===== src/rtl/shift_stack_ram_if.sv =====
// Operation/response bundle for shift_stack_ram.
// The master issues one op per cycle; the slave answers with registered data and status.
interface shift_stack_ram_if #(
    parameter int DATA_WIDTH = 8,
    parameter int ADDR_WIDTH = 3
);
    logic                  en;
    logic [1:0]            op;
    logic [ADDR_WIDTH-1:0] addr;
    logic [DATA_WIDTH-1:0] di;
    logic [DATA_WIDTH-1:0] dout;
    logic                  do_valid;
    logic                  err;
    logic                  dropped;
    logic [ADDR_WIDTH:0]   count;
    logic                  full;
    logic                  empty;

    modport master (
        output en, op, addr, di,
        input  dout, do_valid, err, dropped, count, full, empty
    );

    modport slave (
        input  en, op, addr, di,
        output dout, do_valid, err, dropped, count, full, empty
    );
endinterface


===== src/rtl/shift_stack_ram.sv =====
// Shift-addressed history buffer: entry 0 is the newest word, older words at higher indices.
// Supports push, pop, addressed read and addressed overwrite, with occupancy and error pulses.
module shift_stack_ram #(
    parameter int DATA_WIDTH = 8,
    parameter int DEPTH      = 8,
    parameter int ADDR_WIDTH = $clog2(DEPTH)
) (
    input logic              clock,
    input logic              reset,
    shift_stack_ram_if.slave bus
);
    localparam logic [1:0] OP_READ  = 2'b00;
    localparam logic [1:0] OP_PUSH  = 2'b01;
    localparam logic [1:0] OP_WRITE = 2'b10;
    localparam logic [1:0] OP_POP   = 2'b11;
    localparam logic [ADDR_WIDTH:0] FULL_CNT = (ADDR_WIDTH+1)'(DEPTH);

    logic [DEPTH-1:0][DATA_WIDTH-1:0] mem, mem_nxt;
    logic [ADDR_WIDTH:0]              count, count_nxt;
    logic [DATA_WIDTH-1:0]            dout, dout_nxt;
    logic                             do_valid, do_valid_nxt;
    logic                             err, err_nxt;
    logic                             dropped, dropped_nxt;
    logic                             addr_ok;

    // count never exceeds DEPTH, so this also rejects addr >= DEPTH
    assign addr_ok = {1'b0, bus.addr} < count;

    always_comb begin
        mem_nxt      = mem;
        count_nxt    = count;
        dout_nxt     = dout;
        do_valid_nxt = 1'b0;
        err_nxt      = 1'b0;
        dropped_nxt  = 1'b0;
        if (bus.en) begin
            case (bus.op)
                OP_READ: begin
                    if (addr_ok) begin
                        dout_nxt     = mem[bus.addr];
                        do_valid_nxt = 1'b1;
                    end else begin
                        err_nxt = 1'b1;
                    end
                end
                OP_PUSH: begin
                    mem_nxt      = {mem[DEPTH-2:0], bus.di};
                    dout_nxt     = bus.di;
                    do_valid_nxt = 1'b1;
                    if (count == FULL_CNT) dropped_nxt = 1'b1;
                    else                   count_nxt   = count + 1'b1;
                end
                OP_WRITE: begin
                    if (addr_ok) mem_nxt[bus.addr] = bus.di;
                    else         err_nxt = 1'b1;
                end
                default: begin
                    if (count != '0) begin
                        // zero-fill the top so entries at index >= count stay cleared
                        dout_nxt     = mem[0];
                        do_valid_nxt = 1'b1;
                        mem_nxt      = {{DATA_WIDTH{1'b0}}, mem[DEPTH-1:1]};
                        count_nxt    = count - 1'b1;
                    end else begin
                        err_nxt = 1'b1;
                    end
                end
            endcase
        end
    end

    always_ff @(posedge clock) begin
        if (!reset) begin
            mem      <= '0;
            count    <= '0;
            dout     <= '0;
            do_valid <= 1'b0;
            err      <= 1'b0;
            dropped  <= 1'b0;
        end else begin
            mem      <= mem_nxt;
            count    <= count_nxt;
            dout     <= dout_nxt;
            do_valid <= do_valid_nxt;
            err      <= err_nxt;
            dropped  <= dropped_nxt;
        end
    end

    assign bus.dout     = dout;
    assign bus.do_valid = do_valid;
    assign bus.err      = err;
    assign bus.dropped  = dropped;
    assign bus.count    = count;
    assign bus.full     = (count == FULL_CNT);
    assign bus.empty    = (count == '0);
endmodule


===== src/flat_wrapper.sv =====
// flat-port wrapper written by rule: the top's interface ports become plain ports
module shift_stack_ram_flat 
#(
    parameter int DATA_WIDTH = 8,
    parameter int DEPTH      = 8,
    parameter int ADDR_WIDTH = $clog2(DEPTH)
)
  (clock, reset, bus_en, bus_op, bus_addr, bus_di, bus_dout, bus_do_valid, bus_err, bus_dropped, bus_count, bus_full, bus_empty);
  shift_stack_ram_if #(.DATA_WIDTH(DATA_WIDTH), .ADDR_WIDTH(ADDR_WIDTH)) bus_i ();
  input logic clock;
  input logic reset;
  input wire logic [$bits(bus_i.en)-1:0] bus_en;
  input wire logic [$bits(bus_i.op)-1:0] bus_op;
  input wire logic [$bits(bus_i.addr)-1:0] bus_addr;
  input wire logic [$bits(bus_i.di)-1:0] bus_di;
  output wire logic [$bits(bus_i.dout)-1:0] bus_dout;
  output wire logic [$bits(bus_i.do_valid)-1:0] bus_do_valid;
  output wire logic [$bits(bus_i.err)-1:0] bus_err;
  output wire logic [$bits(bus_i.dropped)-1:0] bus_dropped;
  output wire logic [$bits(bus_i.count)-1:0] bus_count;
  output wire logic [$bits(bus_i.full)-1:0] bus_full;
  output wire logic [$bits(bus_i.empty)-1:0] bus_empty;
  assign bus_i.en = bus_en;
  assign bus_i.op = bus_op;
  assign bus_i.addr = bus_addr;
  assign bus_i.di = bus_di;
  assign bus_dout = bus_i.dout;
  assign bus_do_valid = bus_i.do_valid;
  assign bus_err = bus_i.err;
  assign bus_dropped = bus_i.dropped;
  assign bus_count = bus_i.count;
  assign bus_full = bus_i.full;
  assign bus_empty = bus_i.empty;
  shift_stack_ram #(.DATA_WIDTH(DATA_WIDTH), .DEPTH(DEPTH), .ADDR_WIDTH(ADDR_WIDTH)) u_core (.clock(clock), .reset(reset), .bus(bus_i));
endmodule

===== config.mk =====
export PLATFORM = sky130hd
export DESIGN_NAME = shift_stack_ram_flat
export DESIGN_NICKNAME = d
export VERILOG_FILES = /design/src/rtl/shift_stack_ram_if.sv /design/src/rtl/shift_stack_ram.sv /design/src/flat_wrapper.sv
export SDC_FILE = /design/constraint.sdc
export NUM_CORES = 1
export LEC_CHECK = 0
export BUFFER_PORTS_ARGS = -buffer_cell sky130_fd_sc_hd__buf_2
export CORE_MARGIN = 3
export CORE_UTILIZATION = 46
export DETAILED_ROUTE_END_ITERATION = 8
export PLACE_DENSITY_LB_ADDON = 0.2
export SLEW_MARGIN = 20
export SYNTH_ARGS = -nofsm -noshare
export SYNTH_HDL_FRONTEND = slang
export SYNTH_SLANG_ARGS = --single-unit

===== constraint.sdc =====
create_clock -name clock -period 3.49 [get_ports clock]
set_input_delay 0 -clock clock [delete_from_list [all_inputs] [get_ports clock]]
set_output_delay 0 -clock clock [all_outputs]
set_load 0.005 [all_outputs]

==> results of run 1 <==
## repair_timing
item	CTS	global route
endpoints found under the hold margin	3	0
resized for setup	0	0
setup endpoints to repair	0	0
setup buffers	0	0
hold buffers	1	0
## metrics by stage
step | hold WS (ns) | power [mW] | instance area [sq um] | instances
final | 0.195 | 2.54 | 5960 | 816
after global routing | 0.236 | 2.67 | 5960 | 816
after CTS | 0.189 | 2.54 | 5960 | 816
after detailed placement | 0.320 | 1.64 | 5670 | 800
after global placement | 0.317 | 1.63 | 5670 | 800
after floorplan | 0.162 | 1.49 | 5570 | 691
## flip-flops by register name, summed over array words and instances (netlist names)
signal	cells
u_core.bus.dout	8
u_core.bus.count	4
u_core.mem	64
u_core.bus.do_valid	1
u_core.bus.dropped	1
u_core.bus.err	1
## cell type report
cell class / instances / area (sq um)
sequential: 79 / 1580
clock inverter: 3 / 17.5
clock buffer: 12 / 267
timing repair buffer: 43 / 258
fill: 1087 / 5650
multi-input combinational: 526 / 3620
tap: 143 / 179
inverter: 10 / 37.5
## worst max-delay path: cells and delay by family, from the launching register on
kind	cells	cell delay, ns
flops	1	0.45
buf+inv	2	0.41
fa+ha+maj	1	0.32
compound gates	5	1.25
## cell usage in the layout (no fill, tap or decap), types with 2 or more instances in the layout
| master | n |
|---|---|
| a211o_1 | 2 |
| a21boi_0 | 9 |
| a21boi_1 | 56 |
| a21o_1 | 2 |
| a21oi_1 | 25 |
| a221oi_1 | 6 |
| a22o_1 | 6 |
| a2bb2oi_1 | 6 |
| a31oi_1 | 8 |
| buf_2 | 32 |
| buf_4 | 9 |
| clkbuf_16 | 9 |
| clkbuf_8 | 3 |
| clkinv_2 | 2 |
| dfxtp_1 | 79 |
| ha_1 | 6 |
| inv_1 | 9 |
| mux2_2 | 8 |
| mux2i_1 | 63 |
| mux4_2 | 4 |
| nand2_1 | 136 |
| nand3b_1 | 3 |
| nor2_1 | 11 |
| nor2b_1 | 4 |
| nor3_1 | 2 |
| nor3b_2 | 3 |
| o211ai_1 | 112 |
| o21ai_0 | 33 |
| or3_1 | 2 |
| xnor2_1 | 2 |
## cells in the mapped netlist, drive strengths merged, types with 9 or more instances
master	number
a21oi	26
o211ai	112
a31oi	9
clkbuf	41
dfxtp	79
o21ai	34
buf	35
a21boi	65
inv	10
mux2i	63
nand2	136
nor2	11
## power by group through the flow
stage	sequential (mW)	clock [mW]	combinational (mW)
after floorplan	1.04	0	0.453
after global placement	1.05	0	0.573
after detailed placement	1.06	0	0.582
after CTS	1.04	0.921	0.586
after global routing	1.05	0.965	0.654
final	1.04	0.909	0.591
## cells by family after synthesis
kind of cell,Yosys count
DFF,79
and+or+nand+nor,168
AOI/OAI and AO/OA,271
buffers and inverters,86
adders and majority gates,9
muxes,75
xor gates and xnor gates,3
## metal layers
| layer | global-route usage, % | wire length, um | vias to the layer above |
|---|---|---|---|
| met5 | 0 | 0 | - |
| met4 | 8.04 | 362 | 0 |
| met3 | 4.75 | 1130 | 29 |
| met2 | 36.0 | 7110 | 200 |
| met1 | 33.8 | 7390 | 2576 |
| li1 | - | - | 2502 |
## path summary, 6_finish.rpt
| kind | from | to | slack, ns |
|---|---|---|---|
| min reg2reg | u_core.mem[7] | u_core.mem[7] | 0.50 |
| min | bus_op[1] | u_core.bus.err | 0.19 |
| max reg2reg | u_core.bus.count[2] | u_core.mem[52] | 0.97 |
| max | u_core.bus.count[2] | u_core.mem[52] | 0.97 |
==> impl_metrics.yaml, run 1 <==
worst_setup_path:
  reg2reg_depth: 8
  worst_path_largest_cell_delay_ns: 0.61
  cp_slowest_cell: "a21oi_4"
  cp_max_fo: 42
  required_ns: 3.75
  critical_path_class: "flop to flop"
  crit_chain: "inv_1 > ha_1 > a21oi_1 > o21ai_1 > a21oi_4 > buf_12 > o211ai_1 > a21boi_1"
  cp-start-kind: "flop"
  crit_path_end_kind: "flop"
  critPathArrivalTime_ns: 2.78
power_and_ir_drop:
  peakVddDrop_uv: 274
  seqPwrFrac_pct: 40.9
  p_switching_uw: 816
  p_comb_share_pct: 23.3
  power_leakage_nw: 2.10
  internal_power_mw: 1.72
  p_clk_share_pct: 35.8
  switching_share_pct: 32.1
  power_density_mw_per_mm2: 426
yosys:
  ys_ff_latch: 79
  synth_xor_area_share_pct: 0.471
  ys_warn_count: 0
  synth.area.top_cells: "dfxtp_1, o211ai_1, mux2i_1, nand2_1, a21boi_1"
  yosysTopAreaCell: "dfxtp_1"
  synth-adder-area-share_pct: 2.15
  synth_flop_cell: "dfxtp_1"
  synthCells: 691
  synth_top_family_by_area: "compound AO/OA/AOI/OAI gates"
  synthArstFlopShare_pct: 0
  synth_top_area_share_pct: 28.4
  synth_edf_count: 0
  synth_simple_gate_area_share_pct: 12.8
  synth.distinct_cells: 44
  syn_area_per_cell_sq_um: 8.07
  synthesis.nets: 716
  synth_compound_area_share_pct: 34.4
  synth_area_sq_mm: 0.00557
  yosysSeqAreaShare_pct: 28.4
  yosys-mux-area-fraction_pct: 14.5
min_path:
  hold_depth: 4
  hp-class: "input pin to flop"
die:
  ios: 33
  dieArea_sq_mm: 0.0135
  die_height_um: 116
  start_util_pct: 48.0
  rows: 39
  die_w_um: 116
  core_area_sq_mm: 0.0116
placed_design:
  globalplace.congestion: 0.819
  hpwl_um: 9540
  port_buffers: 32
  dpl_worst_slack_ns: 0.894
timing:
  drv_slew: 0
  finalHoldViolCount: 0
  fin_skew_ns: 0.00952
  clock.fmax_mhz: 397
  min_period_over_period_pct: 72.1
  fin_setup_tns_ns: 0
  rsz0062_at_grt: "no"
  setup_ws_ns: 0.973
  worst_pin_slew_ns: 1.12
  finalSetupViolCount: 0
  post-route-min-period_ns: 2.52
  relSlewSlack_pct: 25.5
outcome:
  status: "finished, final reports clean"
drt:
  via_per_inst: 6.50
  first_pass_iters: 7
  drc_errors: 0
  num_vias: 5307
  routedWlPerCell_um: 19.6
  ant_nets: 0
  drt_wl_total_um: 16000
  drtIter0Drc: 645
finish:
  fin_util_pct: 51.3
  drive_gt1_share_pct: 11.9
  final_nets: 694
  syn2layout_area_growth_pct: 6.91
  num_antenna_cells: 0
clock_network:
  htreeDepth: 3
  tritoncts: "built"
  clkSlewWorstSetupHoldPaths_ns: 0.06
  cts.sinks: 79
  cts_buffers: 9
  clk_latency_ns: 0.34
  root_buffer: "clkbuf_16"
  cts_buffer_depth: 2
global_routing:
  track_usage_pct: 23.8
  antenna_found_initial: 0
  gr-total-overflow: 0
  grt_pass1_vias: 4748
  grt_max_degree: 113
  grt_pass1_wl_um: 25600
flow_run:
  drv_cap: 0
No activity file was read; power rests on OpenSTA's default activity.
==> run 2, diff against run 1 <==
Clock period 3.49 ns to 2.2 ns, I/O delays scaled along.
==> run 2 against run 1 <==
Against the previous run:
- sequential share of layout area shrank 0.87 points
- core utilization grew 1.7 points
- total power grew 61%
- fmax grew 31%
- register-to-register slack lost 0.70 ns
- first-iteration DRC count shrank 3.4%
- clock power grew 58%
- critical path type unchanged
- critical endpoint is now u_core.mem[59]
==> impl_metrics.yaml, run 2 (same netlist as run 1, synthesis figures left out) <==
timing:
  worst_pin_slew_ns: 0.741
  relSlewSlack_pct: 50.6
  post-route-min-period_ns: 1.92
  min_period_over_period_pct: 87.5
  finalHoldViolCount: 0
  timing.hold.ws_ns: 0.142
  finalSetupViolCount: 0
  rsz0062_at_grt: "no"
  fin_skew_ns: 0.00446
  fin_setup_tns_ns: 0
  clock.fmax_mhz: 520
  drv_slew: 0
drt:
  drt_wl_total_um: 16600
  routedWlPerCell_um: 19.8
  via_per_inst: 6.39
  drtIter0Drc: 623
  ant_nets: 0
  first_pass_iters: 5
  drc_errors: 0
  num_vias: 5345
finish:
  largest-register: "u_core.mem"
  syn2layout_area_growth_pct: 10.5
  drive_gt1_share_pct: 14.1
  final_nets: 715
  num_antenna_cells: 0
  final_cell_mix: "nand2_1, o211ai_1, dfxtp_1, mux2i_1, a21boi_1"
  fill_cells: 1047
  largest_registers: "u_core.mem: 64 flops, u_core.bus.dout: 8 flops, u_core.bus.count: 4 flops"
  seq_area_sq_mm: 0.00158
  multi_input_area_sq_mm: 0.00362
  largest_register_ffs: 64
  final_common_cell: "nand2_1"
global_routing:
  gr-total-overflow: 0
  grt_pass1_wl_um: 26900
  grt_max_degree: 113
  track_usage_pct: 25.4
  grt_pass1_vias: 5067
  antenna_found_initial: 0
clock_network:
  root_buffer: "clkbuf_16"
  clk_latency_ns: 0.34
  post_cts_resized: 0
  clkSlewWorstSetupHoldPaths_ns: 0.06
  tritoncts: "built"
  cts.sinks: 79
  cts_buffer_depth: 2
  cts_buffers: 9
  htreeDepth: 3
placed_design:
  globalplace.congestion: 0.869
  hpwl_um: 10500
  port_buffers: 32
flow_run:
  drv_cap: 0
worst_setup_path:
  critPathArrivalTime_ns: 2.20
  required_ns: 2.48
  critical_path_class: "flop to flop"
  cp-start-kind: "flop"
  cp-startpoint: "u_core.bus.count[2]"
  r2r_start: "u_core.bus.count[2]"
  cp_max_fo: 51
  crit_path_end_kind: "flop"
power_and_ir_drop:
  power_leakage_nw: 2.22
  peakVddDrop_uv: 345
  power_density_mw_per_mm2: 663
die:
  core_area_sq_mm: 0.0116
  die_height_um: 116
  ios: 33
  dieArea_sq_mm: 0.0135
  die_w_um: 116
  start_util_pct: 48.0
  rows: 39
min_path:
  hp-class: "input pin to flop"
  hold_start: "reset"
outcome:
  status: "finished, final reports clean"
[run 2: cell count changes in the layout (fill, tap and decap cells not counted), sizes merged]
cell	change
buf	+21
clkbuf	+3
clkinv	-2
clkinvlp	-1
[run 2: power breakdown]
| group | total, mW | leakage (nW) | internal, mW | switching [mW] |
|---|---|---|---|---|
| Combinational | 1.00 | 1.44 | 0.402 | 0.599 |
| Sequential | 1.65 | 0.642 | 1.53 | 0.118 |
| Clock | 1.44 | 0.136 | 0.853 | 0.583 |
[run 2: cell type report]
type	instances	share of cell area [%]
Multi-Input combinational cell	526	58.8
Sequential cell	79	25.7
Timing Repair Buffer	64	7.55
Clock buffer	15	4.51
Tap cell	143	2.90
Inverter	10	0.609
[run 2: timing repair]
action                    in CTS  in global routing
setup buffers                  0                  0
hold buffers                   1                  0
hold endpoints to repair       3                  0
[run 2: critical path, cell delays in order (launching register included)]
cell     delay (ns)
dfxtp_1        0.32
inv_1          0.06
ha_1           0.29
nand2_1        0.05
o21ai_1        0.38
a21o_2         0.24
buf_12         0.23
o21ai_0        0.13
nor2_1         0.12
[run 2: final timing paths]
check                                 endpoint  slack [ns]  cells past startpoint
worst max-delay path            u_core.mem[59]        0.28                      8
worst min-delay path            u_core.mem[62]        0.14                      3
worst max register to register  u_core.mem[59]        0.28                      8
worst min register to register  u_core.mem[45]        0.50                      2
[run 2: metrics by stage]
step                      utilization, %  instances  power, mW  area, sq um  worst slack (ns)
after detailed placement            50.6        821       2.66         5870             0.283
after global placement              50.6        821       2.64         5870             0.357
after global routing                53.0        837       4.27         6160             0.148
after floorplan                        -        691       2.36         5570            0.0130
final                               53.0        837       4.08         6160             0.275
after CTS                           53.0        837       4.10         6160             0.266
[run 2: metal layers]
layer  track usage, %  vias to the layer above  wire length (um)
li1                 -                     2540                 -
met1             33.8                     2609              7550
met2             41.1                      171              7750
met3             3.50                       25               818
met4             11.2                        0               456
met5                0                        -                 0
